$ cat src/rtl/calc_op_player.sv
// calc_op_player: plays an accepted ALU opcode as a timed {btnl,btnc,btnr} pattern.
// Optional macro CALC_OP_PLAYER_LOOPBACK_EN adds a sticky loop_err from re-decoding the driven buttons.
module calc_op_player #(
  parameter int HOLD_CYCLES = 4,
  parameter int GAP_CYCLES  = 2
) (
  input  logic       clk,
  input  logic       btnu,
  input  logic       op_valid,
  input  logic [3:0] alu_op,
  output logic       op_ready,
  output logic       btnl,
  output logic       btnc,
  output logic       btnr,
  output logic       btn_valid,
  output logic       done,
  output logic       err
`ifdef CALC_OP_PLAYER_LOOPBACK_EN
  ,
  output logic       loop_err
`endif
);

  typedef enum logic [1:0] {IDLE, HOLD, GAP, ERR} state_t;

  // Counter loads "cycles - 1" on state entry and leaves the state when it reaches zero.
  localparam logic [7:0] HOLD_LOAD = 8'(HOLD_CYCLES - 1);
  localparam logic [7:0] GAP_LOAD  = 8'(GAP_CYCLES - 1);

  // Returns {legal, l, c, r}.
  function automatic logic [3:0] map_op(input logic [3:0] op);
    case (op)
      4'd0:    map_op = 4'b1_010;
      4'd1:    map_op = 4'b1_011;
      4'd2:    map_op = 4'b1_000;
      4'd6:    map_op = 4'b1_001;
      4'd7:    map_op = 4'b1_101;
      4'd9:    map_op = 4'b1_110;
      4'd10:   map_op = 4'b1_111;
      4'd13:   map_op = 4'b1_100;
      default: map_op = 4'b0_000;
    endcase
  endfunction

  state_t     state_q, state_d;
  logic [7:0] cnt_q, cnt_d;
  logic [2:0] btn_d;
  logic       btn_valid_d;
  logic       done_d;
  logic       err_d;
  logic [3:0] map_w;
  logic       accept;

  assign map_w    = map_op(alu_op);
  assign op_ready = (state_q == IDLE);
  assign accept   = op_valid && op_ready;

  // NOTE: every variable gets a default before the case so no path leaves one unassigned (no latch).
  always_comb begin
    state_d     = state_q;
    cnt_d       = (cnt_q != 8'd0) ? cnt_q - 8'd1 : cnt_q;
    btn_d       = {btnl, btnc, btnr};
    btn_valid_d = btn_valid;
    done_d      = 1'b0;
    err_d       = 1'b0;
    unique case (state_q)
      IDLE: begin
        if (accept) begin
          if (map_w[3]) begin
            state_d     = HOLD;
            cnt_d       = HOLD_LOAD;
            btn_d       = map_w[2:0];
            btn_valid_d = 1'b1;
          end else begin
            state_d = ERR;
            cnt_d   = 8'd0;
            err_d   = 1'b1;
          end
        end
      end
      HOLD: begin
        if (cnt_q == 8'd0) begin
          btn_d       = 3'b000;
          btn_valid_d = 1'b0;
          if (GAP_CYCLES == 0) begin
            state_d = IDLE;
            done_d  = 1'b1;
          end else begin
            state_d = GAP;
            cnt_d   = GAP_LOAD;
          end
        end
      end
      GAP: begin
        if (cnt_q == 8'd0) begin
          state_d = IDLE;
          done_d  = 1'b1;
        end
      end
      ERR: state_d = IDLE;
    endcase
  end

  // NOTE: sequential state uses non-blocking assignments so all registers sample pre-edge values.
  always_ff @(posedge clk or posedge btnu) begin
    if (btnu) begin
      state_q            <= IDLE;
      cnt_q              <= 8'd0;
      {btnl, btnc, btnr} <= 3'b000;
      btn_valid          <= 1'b0;
      done               <= 1'b0;
      err                <= 1'b0;
    end else begin
      state_q            <= state_d;
      cnt_q              <= cnt_d;
      {btnl, btnc, btnr} <= btn_d;
      btn_valid          <= btn_valid_d;
      done               <= done_d;
      err                <= err_d;
    end
  end

`ifdef CALC_OP_PLAYER_LOOPBACK_EN
  logic [3:0] op_q;
  logic [3:0] dec;

  // Inverse of the opcode map, applied to the buttons actually driven.
  always_comb begin
    dec[0] = (~btnr & btnl) | ((btnl ^ btnc) & btnr);
    dec[1] = (btnl & btnr) | (~btnl & ~btnc);
    dec[2] = (btnl | btnr) & ~btnc;
    dec[3] = btnl & ~(btnr & ~btnc);
  end

  always_ff @(posedge clk or posedge btnu) begin
    if (btnu) begin
      op_q     <= 4'd0;
      loop_err <= 1'b0;
    end else begin
      if (accept && map_w[3]) op_q <= alu_op;
      if ((state_q == HOLD) && btn_valid && (dec != op_q)) loop_err <= 1'b1;
    end
  end
`endif

endmodule
$ cat config.mk
export PLATFORM = sky130hd
export DESIGN_NAME = calc_op_player
export DESIGN_NICKNAME = d
export VERILOG_FILES = /design/src/rtl/calc_op_player.sv
export SDC_FILE = /design/constraint.sdc
export NUM_CORES = 1
export LEC_CHECK = 0
export ABC_AREA = 0
export BUFFER_PORTS_ARGS = -buffer_cell sky130_fd_sc_hd__buf_2
export CORE_MARGIN = 2
export CORE_UTILIZATION = 54
export DETAILED_ROUTE_END_ITERATION = 16
export PLACE_DENSITY = 0.76
export SETUP_SLACK_MARGIN = 0.15
export SYNTH_ARGS = -nofsm -noshare
export SYNTH_HDL_FRONTEND = slang
export SYNTH_SLANG_ARGS = --single-unit
$ cat constraint.sdc
create_clock -name clk -period 2.35 [get_ports clk]
set_input_delay 0.1175 -clock clk [delete_from_list [all_inputs] [get_ports clk]]
set_output_delay 0.1175 -clock clk [all_outputs]
set_load 0.01 [all_outputs]
After elaboration in Yosys (flattened, before gate mapping)
Memories as Yosys holds them, arrays and structs flattened.
Index checks and enable logic that the tools add are counted.
{ "classes": {"n_addsub": 1, "n_eq_ne": 7, "muxes": 23, "reduce_logical": 7} }
{ "op_table": {"columns": ["op", "count"], "rows": [
  ["$mux W8", 3],
  ["$pmux W8 S2", 1],
  ["$mux W2", 5],
  ["$mux W3", 3],
  ["$logic_not A8 Y1", 1],
  ["$mux W1", 8],
  ["$pmux W2 S4", 1],
  ["$reduce_bool A8 Y1", 1],
  ["$sub A8 B1 Y8 const B", 1],
  ["$pmux W3 S2", 1],
  ["$eq A2 B2 Y1 const B", 2],
  ["$ne A2 B1 Y1 const B", 2],
  ["$ne A2 B2 Y1 const B", 2],
  ["$reduce_and A4 Y1", 1],
  ["$reduce_and A3 Y1", 1],
  ["$eq A2 B1 Y1 const B", 1],
  ["$logic_not A2 Y1", 1],
  ["$pmux W1 S2", 1],
  ["$reduce_bool A2 Y1", 1],
  ["$logic_and A1 B1 Y1", 1]
]} }
{ "word_totals": {"register_bits": 16, "mem_bits_ro": 64, "input_bits": 7, "n_memories": 1} }
{ "mem_list": {"columns": ["memory", "words", "word_bits", "read_ports", "rd_ports_with_merged_regs", "write_ports", "line_no", "text"], "rows": [
  ["(no name shown)", 16, 4, 1, 0, 0, "32", "case (op)"]
]} }

Depth between registers and ports, before layout
{ "logic_depth": {"depth_word": 4, "depth_mapped": 7} }

Worst setup path after synthesis
Ideal clock, no wire load.
{ "synth_timing": {"path_type": "reg-to-reg", "startpoint": "reg cnt_q[5]", "endpoint": "reg cnt_q[0]", "setup_time_ns": 0.124, "t_arrival_ns": 1.901, "required_time_ns": 2.226, "path_slack_ns": 0.325, "path_stages_with_launch": 6, "n_path_buf": 0, "synth_period_minus_slack_ns": 2.025, "path_cell_list": "dfrtp_1 -> or4_4 -> nor4b_4 -> inv_2 -> ha_1 -> a211o_1"} }
{ "synth_between": {"elab_chain_cells": 4, "word_cells_on_any_way": 6} }
{ "synth_rtl": {"columns": ["item", "line_no", "text"], "rows": [
  ["start: declaration", "46", "logic [7:0] cnt_q, cnt_d;"],
  ["start signal: assignment", "115", "cnt_q <= cnt_d;"],
  ["$reduce_bool A8 Y1", "61", "cnt_d = (cnt_q != 8'd0) ? cnt_q - 8'd1 : cnt_q;"],
  ["$mux W8", "61", null],
  ["$mux W8, on equally long branches", "82, 68", null],
  ["$pmux W8 S2 *", "66", "unique case (state_q)"],
  ["named net cnt_d[0]", "46", null]
]} }
Mark *: on every way through the listed nets, which the timed path passes. The rest lies on a longest branch.
A chain may end at the register's enable or synchronous reset.

Worst setup path in the final report
{ "layout_timing": {"startpoint": "reg cnt_q[4]", "endpoint": "reg cnt_q[0]"} }
Same word-level chain as after synthesis.

==> results.md <==
- IO Port Bufs: 13
- GP Congestion: between 0.7 and 0.8
- Antenna diodes: 0
- Crit-path cells: or4_4 -> nor4b_4 -> inv_2 -> ha_1 -> a211o_1
- Total Wirelength: between 1500 and 2000 um
- Crit path time final: between 2 and 2.5 ns
- Gr ovfl total: 0
- Share of layout cells above drive strength 1: about a quarter
- I/O pin total: 14
- Final core utilization: 67.8%
- Crit path from: cnt_q[4]
- Data arrival time of the worst path: ~2.2 ns
- # clock sinks: 16
- Synthesized Nets: roughly 100
- CP Launch Type: flop
- HP Class: input port to flop
- Dpl hpwl: about 1400 um
- Sequential cell area: approximately 400 um2
- Largest net degree at the start of global routing: 17
- Synth cell types: 35
- First-pass GRT wire length: around 3100 um
- Post-CTS Setup Bufs: 0
- H-tree lvl count: 1
- TritonCTS clock tree: done
- Drt pass-1 iters: 4
- Initial Utilization: around three fifths
- Post-DRT Antenna Nets: 0
- WP buf/inv: 1
- Resized Gates After CTS: 0
- Rows: 14
- Reg2Reg Setup Slack: approximately 0.34 ns
- Final Max Tran Viols: 0
- Die Ht: 45.5 um
- Family with the most delay on the worst path: simple AND/OR/NAND/NOR gates
- Max-slew headroom: 60.5%
- Status: finished, final reports clean
- Syn-to-layout area delta: 13.9%
- Clk slew on worst S/H paths: about 0.090 ns
- Clk_skew: ~0.0059 ns
- CP Capture Point: cnt_q[0]
- P_leak: 0.518 nW
- Actual slew at the worst max-slew pin: approximately 0.59 ns
- Max_cap viols: 0
- WP depth: 5
- Mean Syn Cell Area: 10.4 um2
- WL/cell: approximately 15 um
- Final period util: between 80% and 90%
- Seq/Total Area, Yosys: between 40% and 50%
- Final hold vios: 0
- FF-to-FF path depth: 5
- Netlist Area Pre-Place: between 900 and 1000 um2
- CTS Buf Count: 3
- Yosys Warn Count: 0
- Pwr/cell area: roughly 1200 nW/um2
- RSZ-0062 raised after global routing: false
- CP Capture Type: flop
- Worst path required time: about 2.5 ns
- Vias in the first global route: roughly 690
- RR Endpoint: cnt_q[0]
- Die area: slightly above 2000 um2
- Vias: approximately 700
- Crit-path max cell delay: about 0.56 ns
- Fmax: around 0.5 GHz
- # DRC: 0
- Initial DRC count: 20
- Vias per Instance: around 5.7
- VDD IR max: ~800 uV
- CTS Root Cell: clkbuf_4
- Global Route Usage Sum: 21.9%
- Critical R2R Launch: cnt_q[4]
- Setup CP Type: flop to flop
- Setup TNS: 0 ns
- Core Box Area: 1560 um2
- Gate count of the mapped netlist: 89
- Initial antenna violation count: 0
- Layout Nets: 121
- Crit-path max FO: 4
- Post-synth EDFFs: 0
- CP max stage cell: or4_4
- Multi-input logic area: ~480 um2
- CTS max path bufs: 2
- # setup viols final: 0
- Die width: 45.5 um
- Ys async rst share: between 90% and 100%
- Fillcell total: 133
- Clk_lat worst skew: 0.28 ns
- Post-synth top flop: dfrtp_1
- Yosys reg bits: 16
==> kinds of logic after synthesis <==
logic type	Yosys count	synth area share, %
muxes	4	4.45
and+or+nand+nor	29	19.8
DFF	16	43.1
buffers and inverters	12	4.85
xor gates and xnor gates	6	5.66
adders and majority gates	6	8.09
AOI/OAI and AO/OA	16	14.0
==> worst min path at each step <==
stage                      endpoint  slack (ns)  startpoint  cells after the start
final                          btnr        0.23   alu_op[2]                      3
after global routing           btnr        0.25   alu_op[2]                      3
after CTS                      btnr        0.23   alu_op[2]                      3
after detailed placement       btnc        0.21        btnu                      2
after global placement         btnr        0.21        btnu                      2
after floorplan           btn_valid        0.03        btnu                      1
==> final cells by class <==
class / count / area share (%)
Clock buffer: 3 / 2.13
Inverter: 9 / 3.20
Multi-Input combinational cell: 61 / 45.7
Sequential cell: 16 / 37.9
Tap cell: 16 / 1.89
Timing Repair Buffer: 17 / 9.23
==> cell usage after synthesis (2+ instances only) <==
cell	n	area, um2
a211o_1	2	17.5
a21oi_1	4	20.0
a32o_1	2	20.0
clkbuf_1	3	11.3
dfrtp_1	16	400
ha_1	6	75.1
inv_1	8	30.0
mux2i_1	3	30.0
nand2_1	2	7.51
nand2b_1	4	25.0
nor2_1	9	33.8
nor3_1	3	15.0
xnor2_1	5	43.8
==> layer usage <==
metal  up-vias  GRT usage [%]  wire length, um
met5         -              0                0
met4         0           8.82               15
met3         2           4.76               72
met2        21           36.3              917
met1       330           27.4              879
li1        346              -                -
==> cell usage in the layout (no fill, tap or decap) <==
cell,instances
dfrtp_1,16
buf_2,13
nor2_1,9
inv_1,8
ha_1,6
xnor2_1,5
nand2b_1,4
a21oi_1,4
mux2i_1,3
nor3_1,3
clkbuf_4,3
buf_4,3
nand2_1,2
a211o_1,2
a32o_1,2
or4_4,1
nor4b_4,1
nand3_1,1
mux2_2,1
or4b_2,1
or4bb_1,1
o22ai_2,1
a21o_1,1
nor2b_1,1
a31oi_1,1
inv_2,1
and2_1,1
nor3b_1,1
o21ai_0,1
nor4_1,1
o211ai_1,1
o32a_1,1
or3_1,1
xor2_1,1
a22o_1,1
and2_4,1
a221oi_2,1
dlygate4sd3_1,1
==> through the flow <==
stage	instances	setup WS (ns)	total power [mW]	hold WS, ns	cell area (um2)
after floorplan	89	0.325	0.918	0.0312	928
after global placement	118	0.453	1.07	0.205	1020
after detailed placement	118	0.410	1.09	0.215	1020
after CTS	122	0.349	1.25	0.227	1060
after global routing	122	0.293	1.34	0.246	1060
final	122	0.343	1.24	0.229	1060
==> where the power goes <==
group,switching (mW),internal [mW]
combinational,0.314,0.297
clock,0.0789,0.0595
sequential,0.108,0.387
==> sequential cells by signal, indices dropped and copies added, names as in the netlist <==
register and flops:
btnr 1, btnl 1, btn_valid 1, done 1, cnt_q 8, state_q 2, btnc 1, err 1
==> worst register-to-register path: stages, from the launching register on <==
cell and delay, ns:
dfrtp_1 0.43, or4_4 0.56, nor4b_4 0.26, inv_2 0.09, ha_1 0.29, a211o_1 0.26
==> what timing repair did <==
action,CTS,global route
endpoints found under the setup margin,0,0
hold buffers,1,0
hold endpoints to repair,16,0
Power figures use the tool's default switching activity.
